$ cat config.mk
export PLATFORM = sky130hd
export DESIGN_NAME = turn_controller_flat
export DESIGN_NICKNAME = d
export VERILOG_FILES = /design/src/rtl/turn_controller_pkg.sv /design/src/rtl/turn_controller_if.sv /design/src/rtl/turn_controller_reveal_timer.sv /design/src/rtl/turn_controller.sv /design/src/flat_wrapper.sv
export SDC_FILE = /design/constraint.sdc
export NUM_CORES = 1
export LEC_CHECK = 0
export ABC_AREA = 1
export BUFFER_PORTS_ARGS = -buffer_cell sky130_fd_sc_hd__buf_4
export CAP_MARGIN = 0
export CORE_ASPECT_RATIO = 1.5
export CORE_UTILIZATION = 55
export CTS_CLUSTER_DIAMETER = 80
export DETAILED_ROUTE_END_ITERATION = 10
export GPL_TIMING_DRIVEN = 0
export PLACE_DENSITY = 0.79
export SETUP_SLACK_MARGIN = 0.1
export SYNTH_ARGS = -nofsm -noshare
export SYNTH_HDL_FRONTEND = slang
export SYNTH_SLANG_ARGS = --single-unit
$ cat constraint.sdc
create_clock -name clk -period 1.96 [get_ports clk]
set_clock_uncertainty 0.1 [all_clocks]
set_input_delay 0 -clock clk [delete_from_list [all_inputs] [get_ports clk]]
set_output_delay 0 -clock clk [all_outputs]
set_load 0.01 [all_outputs]
$ cat src/rtl/turn_controller_pkg.sv
// Shared definitions for the Chicken Cha Cha Cha turn controller and its datapath.
package turn_controller_pkg;

    localparam int unsigned NUM_CARDS_DEF     = 12;
    localparam int unsigned CARD_W_DEF        = 4;
    localparam int unsigned REVEAL_CYCLES_DEF = 50;
    localparam int unsigned PLAYER_W          = 2;

    typedef enum logic [3:0] {
        ST_IDLE,
        ST_WAIT_SEL,
        ST_COMPARE,
        ST_RESULT,
        ST_MOVE,
        ST_CHK_WIN,
        ST_REVEAL,
        ST_NEXT,
        ST_OVER
    } state_e;

    // A game always has at least two players (highest index >= 1).
    function automatic logic [PLAYER_W-1:0] players_clamp(input logic [PLAYER_W-1:0] n);
        return (n == '0) ? PLAYER_W'(1) : n;
    endfunction

endpackage

$ cat src/rtl/turn_controller_if.sv
// Signals between the turn controller, the button/switch front end and data_path.
interface turn_controller_if
    import turn_controller_pkg::*;
#(
    parameter int unsigned NUM_CARDS = NUM_CARDS_DEF,
    parameter int unsigned CARD_W    = CARD_W_DEF
) ();

    logic                 start;
    logic [PLAYER_W-1:0]  num_players;
    logic                 sel_valid;
    logic [CARD_W-1:0]    sel_card;
    logic                 match;
    logic                 win;

    logic                 compare_strobe;
    logic [CARD_W-1:0]    card_sel;
    logic                 move_strobe;
    logic                 next_turn;
    logic [PLAYER_W-1:0]  turn;
    logic [NUM_CARDS-1:0] face_up;
    logic                 game_over;
    logic [PLAYER_W-1:0]  winner;

    modport master (
        input  start, num_players, sel_valid, sel_card, match, win,
        output compare_strobe, card_sel, move_strobe, next_turn,
               turn, face_up, game_over, winner
    );

    modport slave (
        output start, num_players, sel_valid, sel_card, match, win,
        input  compare_strobe, card_sel, move_strobe, next_turn,
               turn, face_up, game_over, winner
    );

endinterface

$ cat src/rtl/turn_controller_reveal_timer.sv
// Reveal-window timer: load clears it, count advances it, done marks the last cycle.
module turn_controller_reveal_timer #(
    parameter int unsigned REVEAL_CYCLES = 50
) (
    input  logic clk,
    input  logic rst,
    input  logic load_i,
    input  logic count_i,
    output logic done_o
);

    localparam int unsigned CNT_W = $clog2(REVEAL_CYCLES + 1);
    localparam logic [CNT_W-1:0] LAST = CNT_W'(REVEAL_CYCLES - 1);

    logic [CNT_W-1:0] cnt_q, cnt_d;
    logic             done_q, done_d;

    always_comb begin
        cnt_d = cnt_q;
        if (load_i) begin
            cnt_d = '0;
        end else if (count_i) begin
            cnt_d = cnt_q + CNT_W'(1);
        end
        done_d = (cnt_d == LAST);
    end

    always_ff @(posedge clk) begin
        if (rst) begin
            cnt_q  <= '0;
            done_q <= 1'b0;
        end else begin
            cnt_q  <= cnt_d;
            done_q <= done_d;
        end
    end

    assign done_o = done_q;

endmodule

$ cat src/rtl/turn_controller.sv
// Game-flow FSM: accepts picks, sequences compare/move/next-turn strobes,
// and owns turn order and the face-up mask.
module turn_controller
    import turn_controller_pkg::*;
#(
    parameter int unsigned NUM_CARDS     = NUM_CARDS_DEF,
    parameter int unsigned CARD_W        = CARD_W_DEF,
    parameter int unsigned REVEAL_CYCLES = REVEAL_CYCLES_DEF
) (
    input logic              clk,
    input logic              rst,
    turn_controller_if.master bus
);

    state_e               state_q, state_d;
    logic [PLAYER_W-1:0]  turn_q, turn_d;
    logic [PLAYER_W-1:0]  players_q, players_d;
    logic [NUM_CARDS-1:0] face_up_q, face_up_d;
    logic [CARD_W-1:0]    card_sel_q, card_sel_d;
    logic                 game_over_q, game_over_d;
    logic [PLAYER_W-1:0]  winner_q, winner_d;
    logic                 cmp_q, move_q, next_q;

    logic                 tmr_load, tmr_count, tmr_done;
    logic [NUM_CARDS-1:0] sel_bit;
    logic                 sel_ok;

    // A pick counts only if it names an existing, still face-down card.
    assign sel_bit = NUM_CARDS'(1) << bus.sel_card;
    assign sel_ok  = bus.sel_valid && (32'(bus.sel_card) < NUM_CARDS)
                     && ((face_up_q & sel_bit) == '0);

    turn_controller_reveal_timer #(
        .REVEAL_CYCLES(REVEAL_CYCLES)
    ) u_reveal_timer (
        .clk    (clk),
        .rst    (rst),
        .load_i (tmr_load),
        .count_i(tmr_count),
        .done_o (tmr_done)
    );

    always_comb begin
        state_d     = state_q;
        turn_d      = turn_q;
        players_d   = players_q;
        face_up_d   = face_up_q;
        card_sel_d  = card_sel_q;
        game_over_d = game_over_q;
        winner_d    = winner_q;
        tmr_load    = 1'b0;
        tmr_count   = 1'b0;

        case (state_q)
            ST_IDLE, ST_OVER: begin
                // start beats a simultaneous pick; the pick is simply dropped
                if (bus.start) begin
                    players_d   = players_clamp(bus.num_players);
                    turn_d      = '0;
                    face_up_d   = '0;
                    game_over_d = 1'b0;
                    state_d     = ST_WAIT_SEL;
                end
            end
            ST_WAIT_SEL: begin
                if (sel_ok) begin
                    card_sel_d = bus.sel_card;
                    face_up_d  = face_up_q | sel_bit;
                    state_d    = ST_COMPARE;
                end
            end
            ST_COMPARE: state_d = ST_RESULT;
            ST_RESULT: begin
                if (bus.match) begin
                    state_d = ST_MOVE;
                end else begin
                    tmr_load = 1'b1;
                    state_d  = ST_REVEAL;
                end
            end
            ST_MOVE: state_d = ST_CHK_WIN;
            ST_CHK_WIN: begin
                if (bus.win) begin
                    winner_d    = turn_q;
                    game_over_d = 1'b1;
                    state_d     = ST_OVER;
                end else begin
                    // Every card matched without a win: reshuffle by clearing the mask.
                    if (&face_up_q) begin
                        face_up_d = '0;
                    end
                    state_d = ST_WAIT_SEL;
                end
            end
            ST_REVEAL: begin
                if (tmr_done) begin
                    state_d = ST_NEXT;
                end else begin
                    tmr_count = 1'b1;
                end
            end
            ST_NEXT: begin
                face_up_d = '0;
                turn_d    = (turn_q == players_q) ? '0 : turn_q + PLAYER_W'(1);
                state_d   = ST_WAIT_SEL;
            end
            default: state_d = ST_IDLE;
        endcase
    end

    // Strobes are registered from the next state so each lines up with its state.
    always_ff @(posedge clk) begin
        if (rst) begin
            state_q     <= ST_IDLE;
            turn_q      <= '0;
            players_q   <= '0;
            face_up_q   <= '0;
            card_sel_q  <= '0;
            game_over_q <= 1'b0;
            winner_q    <= '0;
            cmp_q       <= 1'b0;
            move_q      <= 1'b0;
            next_q      <= 1'b0;
        end else begin
            state_q     <= state_d;
            turn_q      <= turn_d;
            players_q   <= players_d;
            face_up_q   <= face_up_d;
            card_sel_q  <= card_sel_d;
            game_over_q <= game_over_d;
            winner_q    <= winner_d;
            cmp_q       <= (state_d == ST_COMPARE);
            move_q      <= (state_d == ST_MOVE);
            next_q      <= (state_d == ST_NEXT);
        end
    end

    assign bus.compare_strobe = cmp_q;
    assign bus.move_strobe    = move_q;
    assign bus.next_turn      = next_q;
    assign bus.card_sel       = card_sel_q;
    assign bus.turn           = turn_q;
    assign bus.face_up        = face_up_q;
    assign bus.game_over      = game_over_q;
    assign bus.winner         = winner_q;

endmodule

$ cat src/flat_wrapper.sv
// flat-port wrapper written by rule: the top's interface ports become plain ports
module turn_controller_flat import turn_controller_pkg::*;
#(
    parameter int unsigned NUM_CARDS     = NUM_CARDS_DEF,
    parameter int unsigned CARD_W        = CARD_W_DEF,
    parameter int unsigned REVEAL_CYCLES = REVEAL_CYCLES_DEF
)
  (clk, rst, bus_start, bus_num_players, bus_sel_valid, bus_sel_card, bus_match, bus_win, bus_compare_strobe, bus_card_sel, bus_move_strobe, bus_next_turn, bus_turn, bus_face_up, bus_game_over, bus_winner);
  turn_controller_if #(.NUM_CARDS(NUM_CARDS), .CARD_W(CARD_W)) bus_i ();
  input logic clk;
  input logic rst;
  input wire logic [$bits(bus_i.start)-1:0] bus_start;
  input wire logic [$bits(bus_i.num_players)-1:0] bus_num_players;
  input wire logic [$bits(bus_i.sel_valid)-1:0] bus_sel_valid;
  input wire logic [$bits(bus_i.sel_card)-1:0] bus_sel_card;
  input wire logic [$bits(bus_i.match)-1:0] bus_match;
  input wire logic [$bits(bus_i.win)-1:0] bus_win;
  output wire logic [$bits(bus_i.compare_strobe)-1:0] bus_compare_strobe;
  output wire logic [$bits(bus_i.card_sel)-1:0] bus_card_sel;
  output wire logic [$bits(bus_i.move_strobe)-1:0] bus_move_strobe;
  output wire logic [$bits(bus_i.next_turn)-1:0] bus_next_turn;
  output wire logic [$bits(bus_i.turn)-1:0] bus_turn;
  output wire logic [$bits(bus_i.face_up)-1:0] bus_face_up;
  output wire logic [$bits(bus_i.game_over)-1:0] bus_game_over;
  output wire logic [$bits(bus_i.winner)-1:0] bus_winner;
  assign bus_i.start = bus_start;
  assign bus_i.num_players = bus_num_players;
  assign bus_i.sel_valid = bus_sel_valid;
  assign bus_i.sel_card = bus_sel_card;
  assign bus_i.match = bus_match;
  assign bus_i.win = bus_win;
  assign bus_compare_strobe = bus_i.compare_strobe;
  assign bus_card_sel = bus_i.card_sel;
  assign bus_move_strobe = bus_i.move_strobe;
  assign bus_next_turn = bus_i.next_turn;
  assign bus_turn = bus_i.turn;
  assign bus_face_up = bus_i.face_up;
  assign bus_game_over = bus_i.game_over;
  assign bus_winner = bus_i.winner;
  turn_controller #(.NUM_CARDS(NUM_CARDS), .CARD_W(CARD_W), .REVEAL_CYCLES(REVEAL_CYCLES)) u_core (.clk(clk), .rst(rst), .bus(bus_i));
endmodule
After elaboration in Yosys (flattened, before gate mapping) --
Cells that the tools add are included.
Cells by class: add/sub/neg operators 2, order comparisons 1, eq/ne operators 18, shifts and indexed selects 1, multiplexer cells 24, bitwise gates (word level) 2, reduce and logical (&&, ||, !) cells 16
Operator list (count):
- $mux W12 | 4
- $pmux W12 S4 | 1
- $pmux W4 S8 | 1
- $eq A4 B3 Y1 const B | 6
- $mux W4 | 4
- $and A12 B12 Y12 | 1
- $eq A4 B2 Y1 const B | 3
- $logic_not A12 Y1 | 1
- $mux W6 | 2
- $or A12 B12 Y12 | 1
- $reduce_and A12 Y1 | 1
- $shl A1 B4 Y12 const A | 1
- $mux W2 | 4
- $reduce_and A2 Y1 | 4
- $add A6 B1 Y6 const B | 1
- $eq A6 B6 Y1 const B | 1
- $mux W1 | 6
- $ne A2 B2 Y1 const B | 3
- $reduce_and A5 Y1 | 1
- $eq A4 B1 Y1 const B | 1
- $eq A4 B4 Y1 const B | 1
- $logic_not A4 Y1 | 1
- $lt A4 B4 Y1 const B | 1
- $ne A2 B1 Y1 const B | 2
- 10 further kinds | 12
Storage, ports and cells: bits in registers 37, input port bits 12, output and inout port bits 24, word-level logic and storage cells 76

Logic depth before layout (Yosys ltp) --
depth after elaboration 7, depth in mapped cells 10, depth with buffers taken out 10

Modules after synthesis --
A second synthesis with hierarchy kept.
Unflattened totals: cell total of the unflattened synthesis 280, area total of the unflattened synthesis 1950.6 um^2
By module, submodules not included:
- turn_controller | instances 1, cells an instance 229, area an instance 1612.8 um^2, seq. area each 600.6 um^2
- turn_controller_reveal_timer | instances 1, cells an instance 51, area an instance 337.8 um^2, seq. area each 140.1 um^2

Worst setup path before layout --
OpenSTA, ideal clock, no wires.
kind register -> register, start point reg u_core.face_up_q[8], in the netlist u_core.bus.face_up[8], end point reg u_core.face_up_q[10], in the netlist u_core.bus.face_up[10], library setup time 0.119 ns, arrival 1.326 ns, required time 1.741 ns, slack 0.415 ns, stages on the path, launching flop included 9, path buffers 1, period minus slack after synthesis 1.545 ns, cell sequence dfxtp_1 > inv_1 > nor3_1 > nand4_1 > a21oi_4 > o21ai_1 > nand2_1 > buf_4 > a21oi_1
On the way: longest elaborated chain between the ends 5, elaborated cells on any way between the ends 7, those cells by class eq/ne: 2; bitwise: 1; reduce/logical: 4
Ends and longest elaborated chain:
- start: declaration | RTL line turn_controller.sv:18 | logic [NUM_CARDS-1:0] face_up_q, face_up_d;
- start signal: assignment | RTL line turn_controller.sv:128 | face_up_q <= face_up_d;
- $and A12 B12 Y12 | RTL line turn_controller.sv:31 | && ((face_up_q & sel_bit) == '0);
- $logic_not A12 Y1 | RTL line turn_controller.sv:31
- $logic_and A1 B1 Y1 | RTL line turn_controller.sv:31
- $ne A2 B1 Y1 (no source line)
- $reduce_and A5 Y1 (no source line) *
Mark *: on every way between the ends. The rest lies on a longest branch, timed or not. A chain may end at the register's enable or synchronous reset.

Worst setup path in the final report --
start point reg u_core.state_q[0], end point reg u_core.players_q[0]
On the way: longest elaborated chain between the ends 3, elaborated cells on any way between the ends 4, those cells by class eq/ne: 1; reduce/logical: 3
Ends and longest elaborated chain:
- start: declaration | RTL line turn_controller.sv:15 | state_e state_q, state_d;
- start signal: assignment | RTL line turn_controller.sv:125 | state_q <= state_d;
- $eq A4 B4 Y1 or $logic_not A4 Y1 (tied branches) | RTL line turn_controller.sv:54 | case (state_q)
- $reduce_or A2 Y1 * | RTL line turn_controller.sv:54
- $reduce_and A2 Y1 (no source line) *
- end signal: assignment | RTL line turn_controller.sv:127 | players_q <= players_d;
- end: declaration | RTL line turn_controller.sv:17 | logic [PLAYER_W-1:0] players_q, players_d;
Marks and branches as above.

==> flow_summary.json <==
{
  "status": "finished, final reports clean",
  "gp_congestion": 0.895,
  "final.setup.worst_slack_ps": 110,
  "drv_cap": 0,
  "critical_path_class": "flop to flop",
  "hold_start": "bus_sel_card[3]",
  "tightest_slew_ps": 416,
  "drtAntennaViolNets": 0,
  "worstRegToRegCells": 7,
  "die_width_um": 50.9,
  "path_clk_slew_ps": 80,
  "synthTopCellsByArea": "dfxtp_1 38%, nand2_1 8.8%, inv_1 6.7%",
  "drt_iter0_drc": 72,
  "clock-sinks": 37,
  "async_flop_share_pct": 0,
  "rsz0062_at_grt": "yes",
  "r2r-start": "u_core.state_q[0]",
  "fmax_mhz": 540,
  "num_vias": 1961,
  "synth_xor_area_share_pct": 2.22,
  "numPlacedInstances": 350,
  "synthAdderAreaFrac_pct": 0.635,
  "initial_core_util_pct": 57.7,
  "routed_wl_um": 4730,
  "dieHeight_um": 75.3,
  "fin_nets": 340,
  "postSynthCellCount": 274,
  "design_area_um2": 2490,
  "start_kind": "flop",
  "cellPowerDensity_nw_per_um2": 648,
  "avgSynthCellArea_um2": 7.19,
  "synth_nets": 287,
  "hold_viol_final": 0,
  "synthSimpleGateAreaFrac_pct": 37.1,
  "synth_compound_gate_area_share_pct": 12.8,
  "cp.required_ps": 2020,
  "grt_max_degree": 11,
  "num_antenna_cells": 0,
  "irDropWorstVdd_v": 0.000622,
  "coreArea_um2": 3420,
  "antenna_found_initial": 0,
  "synth.cells.most_frequent": "46 x nand2_1, 37 x dfxtp_1, 35 x inv_1, 35 x nor2_1, 20 x nand3_1",
  "clk_latency_ps": 290,
  "path_cells": "inv_2, nand3_1, nor2_2, nand2_1, o21ai_1, a21oi_1, dlygate4sd3_1",
  "numCtsBuffers": 5,
  "synth_top_area_share_pct": 37.6,
  "synth.yosys.seq_area_share_pct": 37.6,
  "synth-seq-cells": 37,
  "slew_headroom_pct": 72.3,
  "rows": 26,
  "ys.warnings.count": 0,
  "placed_cell_area_um2": 2280,
  "clk_path_buf_depth": 2,
  "synth_top_family_by_area": "simple AND/OR/NAND/NOR gates",
  "rrSetupSlack_ps": 110,
  "p_total_mw": 1.61,
  "yosysTopAreaCell": "dfxtp_1",
  "worstReg2RegEnd": "u_core.players_q[0]",
  "htreeDepth": 2,
  "ys.flop_type": "dfxtp_1",
  "grt_pass1_wl_um": 7470,
  "drive_above_1_share_pct": 27.7,
  "wl_per_cell_um": 12.8,
  "grt_overflow": 0,
  "drv_slew": 0,
  "drc": 0,
  "tns_ps": 0,
  "leakage_nw": 1.04,
  "via_per_inst": 5.30,
  "cts_root_buf": "clkbuf_8",
  "critical_path.max_fanout": 5,
  "critPathCaptureType": "flop",
  "numPortBuffers": 34,
  "synth_area_um2": 1970,
  "hpwl_um": 3460,
  "finalCritPeriodShare_pct": 94.4,
  "synth_most_common_cell": "nand2_1",
  "final_core_util_pct": 72.9,
  "area_delta_synth_final_pct": 26.5,
  "cp.arrival_ps": 1920,
  "hp-class": "primary input to flop",
  "holdPathEnd": "u_core.bus.face_up[6]",
  "finalCriticalPeriod_ps": 1850,
  "synth_edf_count": 0,
  "io_pins": 36,
  "track_usage_pct": 26.5,
  "cts_tree": "yes",
  "ys_types": 31,
  "firstDrtPassIters": 4,
  "holdPathStages": 6,
  "dp_slack_ps": 196,
  "whs_ps": 85.8,
  "setup_violations": 0,
  "cp_slowest_cell": "dlygate4sd3_1",
  "muxShareOfSynthArea_pct": 0,
  "critical_path.max_stage_delay_ps": 560,
  "fin_cells": 370,
  "grt_pass1_vias": 1782,
  "dieArea_um2": 3830
}
## power breakdown
| part | switching (mW) | internal, mW |
|---|---|---|
| registers | 0.0175 | 0.775 |
| clock network | 0.256 | 0.253 |
| logic | 0.190 | 0.122 |
## timing repair
action                     in CTS  in global routing
hold endpoints to repair       14                  0
hold buffers                   10                  0
setup buffers                   0                  2
setup endpoints to repair       0                 14
gates resized for setup         0                 10
## worst max-delay path by stage
stage          cells after the start                endpoint                  start
2_1_floorplan                      8  u_core.bus.face_up[10]  u_core.bus.face_up[8]
3_3_place_gp                       8  u_core.bus.face_up[10]  u_core.bus.face_up[6]
3_5_place_dp                       8   u_core.bus.face_up[2]  u_core.bus.face_up[7]
4_1_cts                            7     u_core.players_q[0]      u_core.state_q[0]
5_1_grt                            7     u_core.players_q[0]      u_core.state_q[0]
6_report                           7     u_core.players_q[0]      u_core.state_q[0]
## cell families (layout without fill, tap and decap cells)
family	after synthesis	count (layout)
xor gates and xnor gates	5	5
adders and majority gates	1	1
AOI/OAI and AO/OA	39	39
and+or+nand+nor	146	146
buffers and inverters	46	100
DFF	37	37
## sequential cells by signal, indices dropped and copies added (netlist names)
name,cells
u_core.bus.winner,2
u_core.state_q,4
u_core.u_reveal_timer.done_o,1
u_core.bus.face_up,12
u_core.u_reveal_timer.cnt_q,6
u_core.bus.next_turn,1
u_core.bus.compare_strobe,1
u_core.bus.game_over,1
u_core.bus.card_sel,4
u_core.players_q,2
u_core.bus.move_strobe,1
u_core.bus.turn,2
## critical path, delay by kind of cell, from the launching register on
kind | cells | cell delay (ps)
buffers and inverters | 2 | 650
and+or+nand+nor | 3 | 430
DFF | 1 | 340
AOI/OAI and AO/OA | 2 | 220
## placed cells by master (no fill, tap or decap)
| cell type | count |
|---|---|
| nor2_1 | 34 |
| a211oi_2 | 1 |
| o21ai_1 | 5 |
| ha_1 | 1 |
| a21oi_4 | 1 |
| nand4_1 | 7 |
| inv_1 | 35 |
| a21oi_1 | 13 |
| a21oi_2 | 8 |
| nand3b_1 | 1 |
| or2_2 | 1 |
| clkbuf_2 | 1 |
| nand2_1 | 46 |
| buf_6 | 2 |
| nand3_2 | 11 |
| nand4_2 | 1 |
| nor2_4 | 3 |
| dfxtp_2 | 1 |
| nand2_2 | 2 |
| a31oi_1 | 2 |
| o21ai_2 | 1 |
| o21ai_0 | 7 |
| dlygate4sd3_1 | 10 |
| dfxtp_1 | 36 |
| buf_4 | 37 |
| clkbuf_1 | 4 |
| nor3_1 | 10 |
| clkbuf_8 | 5 |
| nor2_2 | 9 |
| a21boi_1 | 1 |
| xor2_1 | 3 |
| inv_2 | 5 |
| xnor2_1 | 2 |
| buf_2 | 1 |
| nor3_2 | 1 |
| nand3_1 | 20 |
## layer usage
layer / vias up / share of wire (%) / global-route usage, %
met5: - / 0 / 0
met4: 0 / 1.9 / 14.2
met3: 8 / 3.3 / 5.66
met2: 53 / 56 / 51.3
met1: 909 / 39 / 26.0
li1: 991 / - / -
## cell type report
class / count / area, um2
inverter: 40 / 150
timing repair buffer: 46 / 370
tap: 42 / 52.6
multi-input combinational: 191 / 1050
buffer: 6 / 43.8
sequential: 37 / 742
clock buffer: 8 / 80.1
fill: 284 / 925
(Power assumes the default switching activity.)
